`src/rtl/alu_ctrl_fsm_if.sv`:
```
// Control bundle between alu_ctrl_fsm and the instruction memory, data memory,
// register file and ALU.
interface alu_ctrl_fsm_if #(
    parameter int unsigned PC_W = 8
) ();
    logic            InstrReq;
    logic [PC_W-1:0] InstrAddr;
    logic            InstrValid;
    logic [15:0]     Instr;
    logic            Zero;
    logic [3:0]      ALUControl;
    logic            RegWrite;
    logic [1:0]      RdAddr;
    logic [1:0]      RsAddr;
    logic [7:0]      Imm;
    logic            MemRead;
    logic            MemWrite;
    logic            MemAck;
    logic            MemToReg;
    logic            Halted;
    logic            Error;
    // Registered result of the last EQ instruction, for future conditional ops.
    logic            EqFlag;

    modport master (
        output InstrReq, InstrAddr, ALUControl, RegWrite, RdAddr, RsAddr, Imm,
               MemRead, MemWrite, MemToReg, Halted, Error, EqFlag,
        input  InstrValid, Instr, Zero, MemAck
    );

    modport slave (
        input  InstrReq, InstrAddr, ALUControl, RegWrite, RdAddr, RsAddr, Imm,
               MemRead, MemWrite, MemToReg, Halted, Error, EqFlag,
        output InstrValid, Instr, Zero, MemAck
    );
endinterface

```
`src/rtl/alu_ctrl_fsm.sv`:
```
// Multi-cycle control unit: fetches 16-bit instructions, sequences
// FETCH/DECODE/EXECUTE/MEM/WB and drives ALU, register-file and memory controls.
module alu_ctrl_fsm #(
    parameter int unsigned     PC_W        = 8,
    parameter logic [PC_W-1:0] RESET_PC    = '0,
    parameter int unsigned     MEM_TIMEOUT = 15
) (
    input logic            clk,
    input logic            rst_n,
    alu_ctrl_fsm_if.master bus
);
    localparam int unsigned TMR_W = $clog2(MEM_TIMEOUT + 1);

    localparam logic [3:0] OpNop   = 4'b0000;
    localparam logic [3:0] OpHalt  = 4'b0001;
    localparam logic [3:0] OpLoad  = 4'b0010;
    localparam logic [3:0] OpStore = 4'b0011;
    localparam logic [3:0] OpJump  = 4'b0100;
    localparam logic [3:0] OpEq    = 4'b0101;
    localparam logic [3:0] OpAdd   = 4'b1000;

    typedef enum logic [2:0] {
        StFetch,
        StDecode,
        StExecute,
        StMem,
        StWb,
        StHalt
    } state_e;

    state_e           state;
    logic [PC_W-1:0]  pc;
    logic [3:0]       op;
    logic [TMR_W-1:0] timer;
    logic             instr_req;
    logic [3:0]       alu_ctrl;
    logic             reg_write;
    logic [1:0]       rd_addr;
    logic [1:0]       rs_addr;
    logic [7:0]       imm;
    logic             mem_read;
    logic             mem_write;
    logic             mem_to_reg;
    logic             halted;
    logic             error;
    logic             eq_flag;

    logic [PC_W-1:0]  pc_inc;
    assign pc_inc = pc + {{(PC_W-1){1'b0}}, 1'b1};

    always_ff @(posedge clk or negedge rst_n) begin
        if (!rst_n) begin
            state      <= StFetch;
            pc         <= RESET_PC;
            op         <= OpNop;
            timer      <= '0;
            instr_req  <= 1'b0;
            alu_ctrl   <= 4'b0000;
            reg_write  <= 1'b0;
            rd_addr    <= 2'b00;
            rs_addr    <= 2'b00;
            imm        <= 8'h00;
            mem_read   <= 1'b0;
            mem_write  <= 1'b0;
            mem_to_reg <= 1'b0;
            halted     <= 1'b0;
            error      <= 1'b0;
            eq_flag    <= 1'b0;
        end else begin
            case (state)
                StFetch: begin
                    // The first cycle after reset raises the request; valid is only
                    // honoured once the request is visible.
                    if (!instr_req) begin
                        instr_req <= 1'b1;
                    end else if (bus.InstrValid) begin
                        instr_req <= 1'b0;
                        op        <= bus.Instr[15:12];
                        rd_addr   <= bus.Instr[11:10];
                        rs_addr   <= bus.Instr[9:8];
                        imm       <= bus.Instr[7:0];
                        state     <= StDecode;
                    end
                end
                StDecode: begin
                    case (op)
                        OpNop: begin
                            pc        <= pc_inc;
                            instr_req <= 1'b1;
                            state     <= StFetch;
                        end
                        OpHalt: begin
                            halted <= 1'b1;
                            state  <= StHalt;
                        end
                        OpJump: begin
                            pc        <= PC_W'(imm);
                            instr_req <= 1'b1;
                            state     <= StFetch;
                        end
                        OpLoad, OpStore: begin
                            alu_ctrl <= OpAdd;
                            state    <= StExecute;
                        end
                        default: begin
                            alu_ctrl <= op;
                            state    <= StExecute;
                        end
                    endcase
                end
                StExecute: begin
                    if (op == OpEq) begin
                        eq_flag <= ~bus.Zero;
                    end
                    timer <= '0;
                    if (op == OpLoad) begin
                        mem_read <= 1'b1;
                        state    <= StMem;
                    end else if (op == OpStore) begin
                        mem_write <= 1'b1;
                        state     <= StMem;
                    end else begin
                        reg_write <= 1'b1;
                        state     <= StWb;
                    end
                end
                StMem: begin
                    if (bus.MemAck) begin
                        mem_read  <= 1'b0;
                        mem_write <= 1'b0;
                        if (op == OpLoad) begin
                            mem_to_reg <= 1'b1;
                            reg_write  <= 1'b1;
                            state      <= StWb;
                        end else begin
                            pc        <= pc_inc;
                            instr_req <= 1'b1;
                            state     <= StFetch;
                        end
                    end else if (timer == TMR_W'(MEM_TIMEOUT - 1)) begin
                        mem_read  <= 1'b0;
                        mem_write <= 1'b0;
                        error     <= 1'b1;
                        halted    <= 1'b1;
                        state     <= StHalt;
                    end else begin
                        timer <= timer + 1'b1;
                    end
                end
                StWb: begin
                    reg_write  <= 1'b0;
                    mem_to_reg <= 1'b0;
                    pc         <= pc_inc;
                    instr_req  <= 1'b1;
                    state      <= StFetch;
                end
                StHalt: begin
                    instr_req <= 1'b0;
                    reg_write <= 1'b0;
                    mem_read  <= 1'b0;
                    mem_write <= 1'b0;
                    halted    <= 1'b1;
                end
                default: begin
                    state <= StHalt;
                end
            endcase
        end
    end

    assign bus.InstrReq   = instr_req;
    assign bus.InstrAddr  = pc;
    assign bus.ALUControl = alu_ctrl;
    assign bus.RegWrite   = reg_write;
    assign bus.RdAddr     = rd_addr;
    assign bus.RsAddr     = rs_addr;
    assign bus.Imm        = imm;
    assign bus.MemRead    = mem_read;
    assign bus.MemWrite   = mem_write;
    assign bus.MemToReg   = mem_to_reg;
    assign bus.Halted     = halted;
    assign bus.Error      = error;
    assign bus.EqFlag     = eq_flag;
endmodule

```
`src/flat_wrapper.sv`:
```
// flat-port wrapper written by rule: the top's interface ports become plain ports
module alu_ctrl_fsm_flat 
#(
    parameter int unsigned     PC_W        = 8,
    parameter logic [PC_W-1:0] RESET_PC    = '0,
    parameter int unsigned     MEM_TIMEOUT = 15
)
  (clk, rst_n, bus_InstrReq, bus_InstrAddr, bus_ALUControl, bus_RegWrite, bus_RdAddr, bus_RsAddr, bus_Imm, bus_MemRead, bus_MemWrite, bus_MemToReg, bus_Halted, bus_Error, bus_EqFlag, bus_InstrValid, bus_Instr, bus_Zero, bus_MemAck);
  alu_ctrl_fsm_if #(.PC_W(PC_W)) bus_i ();
  input logic clk;
  input logic rst_n;
  output wire logic [$bits(bus_i.InstrReq)-1:0] bus_InstrReq;
  output wire logic [$bits(bus_i.InstrAddr)-1:0] bus_InstrAddr;
  output wire logic [$bits(bus_i.ALUControl)-1:0] bus_ALUControl;
  output wire logic [$bits(bus_i.RegWrite)-1:0] bus_RegWrite;
  output wire logic [$bits(bus_i.RdAddr)-1:0] bus_RdAddr;
  output wire logic [$bits(bus_i.RsAddr)-1:0] bus_RsAddr;
  output wire logic [$bits(bus_i.Imm)-1:0] bus_Imm;
  output wire logic [$bits(bus_i.MemRead)-1:0] bus_MemRead;
  output wire logic [$bits(bus_i.MemWrite)-1:0] bus_MemWrite;
  output wire logic [$bits(bus_i.MemToReg)-1:0] bus_MemToReg;
  output wire logic [$bits(bus_i.Halted)-1:0] bus_Halted;
  output wire logic [$bits(bus_i.Error)-1:0] bus_Error;
  output wire logic [$bits(bus_i.EqFlag)-1:0] bus_EqFlag;
  input wire logic [$bits(bus_i.InstrValid)-1:0] bus_InstrValid;
  input wire logic [$bits(bus_i.Instr)-1:0] bus_Instr;
  input wire logic [$bits(bus_i.Zero)-1:0] bus_Zero;
  input wire logic [$bits(bus_i.MemAck)-1:0] bus_MemAck;
  assign bus_InstrReq = bus_i.InstrReq;
  assign bus_InstrAddr = bus_i.InstrAddr;
  assign bus_ALUControl = bus_i.ALUControl;
  assign bus_RegWrite = bus_i.RegWrite;
  assign bus_RdAddr = bus_i.RdAddr;
  assign bus_RsAddr = bus_i.RsAddr;
  assign bus_Imm = bus_i.Imm;
  assign bus_MemRead = bus_i.MemRead;
  assign bus_MemWrite = bus_i.MemWrite;
  assign bus_MemToReg = bus_i.MemToReg;
  assign bus_Halted = bus_i.Halted;
  assign bus_Error = bus_i.Error;
  assign bus_EqFlag = bus_i.EqFlag;
  assign bus_i.InstrValid = bus_InstrValid;
  assign bus_i.Instr = bus_Instr;
  assign bus_i.Zero = bus_Zero;
  assign bus_i.MemAck = bus_MemAck;
  alu_ctrl_fsm #(.PC_W(PC_W), .RESET_PC(RESET_PC), .MEM_TIMEOUT(MEM_TIMEOUT)) u_core (.clk(clk), .rst_n(rst_n), .bus(bus_i));
endmodule
```
`config.mk`:
```
export PLATFORM = sky130hd
export DESIGN_NAME = alu_ctrl_fsm_flat
export DESIGN_NICKNAME = d
export VERILOG_FILES = /design/src/rtl/alu_ctrl_fsm_if.sv /design/src/rtl/alu_ctrl_fsm.sv /design/src/flat_wrapper.sv
export SDC_FILE = /design/constraint.sdc
export NUM_CORES = 1
export LEC_CHECK = 0
export CAP_MARGIN = 10
export CORE_ASPECT_RATIO = 2
export CORE_MARGIN = 2
export CORE_UTILIZATION = 40
export CTS_CLUSTER_DIAMETER = 150
export CTS_CLUSTER_SIZE = 25
export DETAILED_ROUTE_END_ITERATION = 8
export GPL_TIMING_DRIVEN = 0
export PLACE_DENSITY = 0.69
export SLEW_MARGIN = 20
export SYNTH_ARGS = -nofsm -noshare
export SYNTH_HDL_FRONTEND = slang
export SYNTH_SLANG_ARGS = --single-unit
```
`constraint.sdc`:
```
create_clock -name clk -period 1.9 [get_ports clk]
set_input_delay 0.285 -clock clk [delete_from_list [all_inputs] [get_ports clk]]
set_output_delay 0.285 -clock clk [all_outputs]
set_load 0.01 [all_outputs]
```
==> impl_metrics.ini, run 1 <==
[timing]
setup_viol = 0
clock_skew_ns = 0.00834
fin_ws_ns = 0.0895
tns_ns = 0
report.final.slew_viol_count = 0
hold_viol = 0
finalCritPeriodShare_pct = 95.3
max_freq_mhz = 552
finalCriticalPeriod_ns = 1.81
tightest_slew_ns = 0.520
maxSlewHeadroom_pct = 65.4
rsz0062_at_grt = true

[pwr]
total_power_uw = 1580
p_per_area_nw_per_um2 = 518
vdd_ir_drop_max_mv = 0.547
p_leak_uw = 0.00132

[logic_synthesis]
async_flop_share_pct = 100
ys_seq_elements = 43
synth_most_common_cell = dfrtp_1
yosys.area.top_type_share_pct = 47.3
synthTopCellsByArea = dfrtp_1, mux2_2, mux2i_1, nor2_1, a21oi_1
ys_types = 50
synth.avg_cell_area_sq_um = 10.5
synth-seq-area-share_pct = 47.3
syn-num-nets = 242
synthTopCellsByCount = dfrtp_1, nor2_1, mux2_2
netlist_area_sq_um = 2270
yosysTopAreaCell = dfrtp_1
ys.flop_type = dfrtp_1
synth_cells = 217
synth_enable_flop_cells = 0
yosys_warnings = 0

[clock_network]
htree_num_levels = 2
clk_latency_ns = 0.29
numCtsBuffers = 5
clock_sinks = 43
clockBufferDepth = 2
cts_tree = done
cts_root_buf = clkbuf_8
clk_pin_slew_ns = 0.08

[setup_path]
end_kind = register
worstPathArrival_ns = 1.99
r2r_start = u_core.timer[0]
cp_max_fo = 8
cp.required_ns = 2.08
r2r_slack_ns = 0.09
crit_start = u_core.timer[0]
critPathLaunchType = register
worstSetupPathType = reg2reg

[global_routing]
track_usage_pct = 18.9
grt_max_degree = 24
grt_pass1_vias = 2000
grt_antenna_before_repair = 0
overflow = 0
grt_pass1_wl_mm = 9.52

[placement]
dp_hpwl_mm = 4.08
gp_congestion = 0.840
port_buffers = 52
post-place-cells = 330
dp_slack_ns = -0.512

[cells_and_area]
fillCellCount = 493
antenna_cells = 0
final_cells = 337
area_delta_synth_final_pct = 34.5
drive_gt1_share_pct = 17.7
finalNetCount = 303
final_util_pct = 55.9

[routing]
wire_per_inst_um = 16.5
vias_per_cell = 5.63
dr_total_vias = 1898
drc = 0
drt_wl_total_mm = 5.57
postRouteAntennaNets = 0
first_iter_violations = 17
first_pass_iters = 4

[floorplan]
core_sq_um = 5470
die_x_um = 57.3
start_util_pct = 41.6
ioPinCount = 53
fp.dieH_um = 111
rows = 38
die-area_sq_um = 6340

[flow_run]
maxCapViolCount = 0

[hold_path]
hp-start = u_core.bus.Error
hold_path.class = reg2reg

[status]
status = finished, final reports clean
-- flip-flops by register name, summed over array words and instances, names as in the netlist --
signal / cells
u_core.bus.RegWrite: 1
u_core.timer: 4
u_core.bus.EqFlag: 1
u_core.bus.Halted: 1
u_core.bus.Imm: 8
u_core.bus.Error: 1
u_core.bus.MemRead: 1
u_core.bus.MemWrite: 1
u_core.op: 4
u_core.bus.InstrReq: 1
u_core.bus.InstrAddr: 8
u_core.bus.MemToReg: 1
u_core.bus.RsAddr: 2
u_core.bus.RdAddr: 2
u_core.bus.ALUControl: 4
u_core.state: 3
-- final cells by class --
type	instances	area, sq um	area share (%)
Buffer	13	70.1	2.29
Timing Repair Buffer	57	576	18.8
Sequential cell	43	1080	35.2
Inverter	10	37.5	1.23
Clock buffer	6	72.6	2.37
Tap cell	60	75.1	2.46
Multi-Input combinational cell	148	1150	37.6
-- worst max-delay path, stage by stage (launching register included) --
cell and delay, ns:
dfrtp_1 0.43, inv_1 0.06, ha_1 0.24, a31oi_4 0.33, nand4_1 0.14, mux2_1 0.32
a22o_1 0.18
-- logic make-up after synthesis --
family | after synthesis | share of synthesized area [%]
compound gates | 53 | 15.9
fa+ha+maj | 4 | 2.20
buf+inv | 26 | 4.79
flops | 43 | 47.3
mux | 29 | 13.8
simple gates | 62 | 16.1
-- worst paths after layout --
path,endpoint,cells past startpoint
worst max-delay path,u_core.timer[3],6
worst min-delay path,u_core.bus.Error,1
worst max register to register,u_core.timer[3],6
worst min register to register,u_core.bus.Error,1
max in group asynchronous,u_core.bus.InstrAddr[6],3
min in group asynchronous,u_core.bus.ALUControl[2],2
-- cells in the final DEF (no fill, tap or decap), types with 7 or more instances in the layout --
master	instances
a21oi_1	11
mux2i_1	11
mux2_2	15
inv_1	10
clkdlybuf4s50_1	51
nor2_1	16
o21ai_0	8
dfrtp_1	42
nor3_1	7
nand2_1	9
o22ai_1	7
-- stage by stage --
step | hold WS, ns | area [sq um]
3_5_place_dp | 0.292 | 2890
4_1_cts | 0.486 | 3040
5_1_grt | 0.512 | 3060
3_3_place_gp | 0.461 | 2870
2_1_floorplan | -0.0106 | 2270
6_report | 0.481 | 3060
-- metal layers --
layer / global-route usage (%) / wire length [um]
met5: 0 / 0
met4: 9.15 / 163
met3: 3.04 / 229
met2: 33.6 / 3120
met1: 20.8 / 2050
-- power by group --
| group | switching, uW | leakage (uW) | total (uW) | internal [uW] |
|---|---|---|---|---|
| clock network | 292 | 0.0000371 | 538 | 246 |
| logic | 49.0 | 0.000732 | 117 | 67.7 |
| registers | 8.95 | 0.000549 | 930 | 921 |
-- timing repair --
item,in CTS,in global routing
cloned,0,0
endpoints found under the hold margin,20,0
gates resized for setup,9,13
endpoints found under the setup margin,22,14
hold buffers,1,0
pin swaps,2,1
buffers inserted,3,0
Power figures use the tool's default switching activity.
==> inputs of run 2 (changes only) <==
- CORE_MARGIN: 2 -> unset
- PLACE_DENSITY: 0.69 -> 0.68
==> run 2 against run 1 <==
Power grew 11%. Design area grew 1.1%. Worst setup slack lost 0.014 ns. Largest cell class unchanged.
==> impl_metrics.ini, run 2 (synthesized netlist as in run 1, its figures left out) <==
[placement]
dp_hpwl_mm = 3.94
port_buffers = 52
gp_congestion = 0.810

[clock_network]
clk_pin_slew_ns = 0.08
numCtsBuffers = 5
cts_tree = done
cts_root_buf = clkbuf_8
clock_sinks = 43
clk_latency_ns = 0.30
clockBufferDepth = 2
htree_num_levels = 2

[timing]
setup_viol = 0
rsz0062_at_grt = false
tns_ns = 0
finalCritPeriodShare_pct = 96.0
tightest_slew_ns = 0.447
finalCriticalPeriod_ns = 1.82
clock_skew_ns = 0.00353
maxSlewHeadroom_pct = 70.2
max_freq_mhz = 548
hold_viol = 0
report.final.slew_viol_count = 0

[global_routing]
grt_pass1_vias = 1898
overflow = 0
track_usage_pct = 19.3
grt_max_degree = 27
grt_antenna_before_repair = 0
grt_pass1_wl_mm = 8.98

[floorplan]
fp.dieH_um = 109
core_sq_um = 5470
ioPinCount = 53
die-area_sq_um = 6010
rows = 38
start_util_pct = 41.6
die_x_um = 55.3

[status]
status = finished, final reports clean

[routing]
first_pass_iters = 4
first_iter_violations = 33
dr_total_vias = 1910
vias_per_cell = 5.63
postRouteAntennaNets = 0
drt_wl_total_mm = 5.44
drc = 0
wire_per_inst_um = 16.1

[setup_path]
critPathLaunchType = register
end_kind = register
worstSetupPathType = reg2reg
critical_path.max_stage_delay_ns = 0.47
cp.required_ns = 2.09
worstPathArrival_ns = 2.02
cp_max_fo = 10
cp_cell_sequence = nand3b_1 > nor3_4 > buf_2 > mux2_2
cp_slowest_cell = dfrtp_1

[pwr]
vdd_ir_drop_max_mv = 0.519
total_power_uw = 1750
p_per_area_nw_per_um2 = 567
p_leak_uw = 0.00133

[cells_and_area]
drive_gt1_share_pct = 17.9
final_common_cell = clkdlybuf4s50_1
area_delta_synth_final_pct = 35.9
final_util_pct = 56.5
final_cell_mix = clkdlybuf4s50_1, dfrtp_1, nor2_1
antenna_cells = 0
fillCellCount = 472
finalNetCount = 304

[flow_run]
maxCapViolCount = 0

[hold_path]
hold_path.class = in2async
-- run 2: area by class of cell --
type / count / area, sq um / area share (%)
Multi-Input combinational cell: 148 / 1150 / 37.2
Sequential cell: 43 / 1080 / 34.9
Timing Repair Buffer: 57 / 568 / 18.4
Buffer: 14 / 75.1 / 2.43
Tap cell: 60 / 75.1 / 2.43
Clock buffer: 5 / 68.8 / 2.23
Clock inverter: 2 / 37.5 / 1.21
Inverter: 10 / 37.5 / 1.21
-- run 2: power breakdown --
| group | switching [uW] | internal (uW) | total [uW] |
|---|---|---|---|
| logic | 47.6 | 65.9 | 113 |
| registers | 8.64 | 921 | 929 |
| clock network | 324 | 384 | 708 |
-- run 2: path summary, 6_finish.rpt --
kind	from	end	slack [ns]	cells after the start
hold / removal	rst_n	u_core.bus.EqFlag	0.45	2
setup reg to reg	u_core.state[2]	u_core.bus.Imm[4]	0.08	4
min in group clk	u_core.bus.Error	u_core.bus.Error	0.48	1
setup / recovery	u_core.state[2]	u_core.bus.Imm[4]	0.08	4
hold reg to reg	u_core.bus.Error	u_core.bus.Error	0.48	1
max in group asynchronous	rst_n	u_core.bus.Imm[7]	0.97	3
-- run 2: timing repair --
action | CTS | global route
endpoints found under the setup margin | 21 | 15
cloned | 0 | 0
hold endpoints to repair | 17 | 0
pin swaps | 2 | 2
buffers inserted | 3 | 0
gates resized for setup | 9 | 16
hold buffers | 1 | 0
-- run 2: layer usage --
layer | global-route usage, % | share of wire (%)
met5 | 0 | 0
met1 | 19.1 | 36
met2 | 35.3 | 55
met3 | 4.39 | 4.7
met4 | 13.2 | 4.3
-- run 2: per-stage QoR --
stage / area [sq um] / hold slack, ns / setup WS (ns) / std cells
2_1_floorplan: 2270 / -0.0106 / 0.110 / 217
3_3_place_gp: 2870 / 0.463 / -0.643 / 329
3_5_place_dp: 2880 / 0.262 / -0.530 / 330
4_1_cts: 3070 / 0.461 / 0.0278 / 340
5_1_grt: 3090 / 0.479 / 0.00423 / 339
6_report: 3090 / 0.448 / 0.0752 / 339
-- run 2: critical path: cells and delay by family (launching register included) --
family                 cells  cell delay [ns]
buffers and inverters      1             0.32
flip-flops                 1             0.47
AND/OR/NAND/NOR            2             0.55
multiplexers               1             0.37
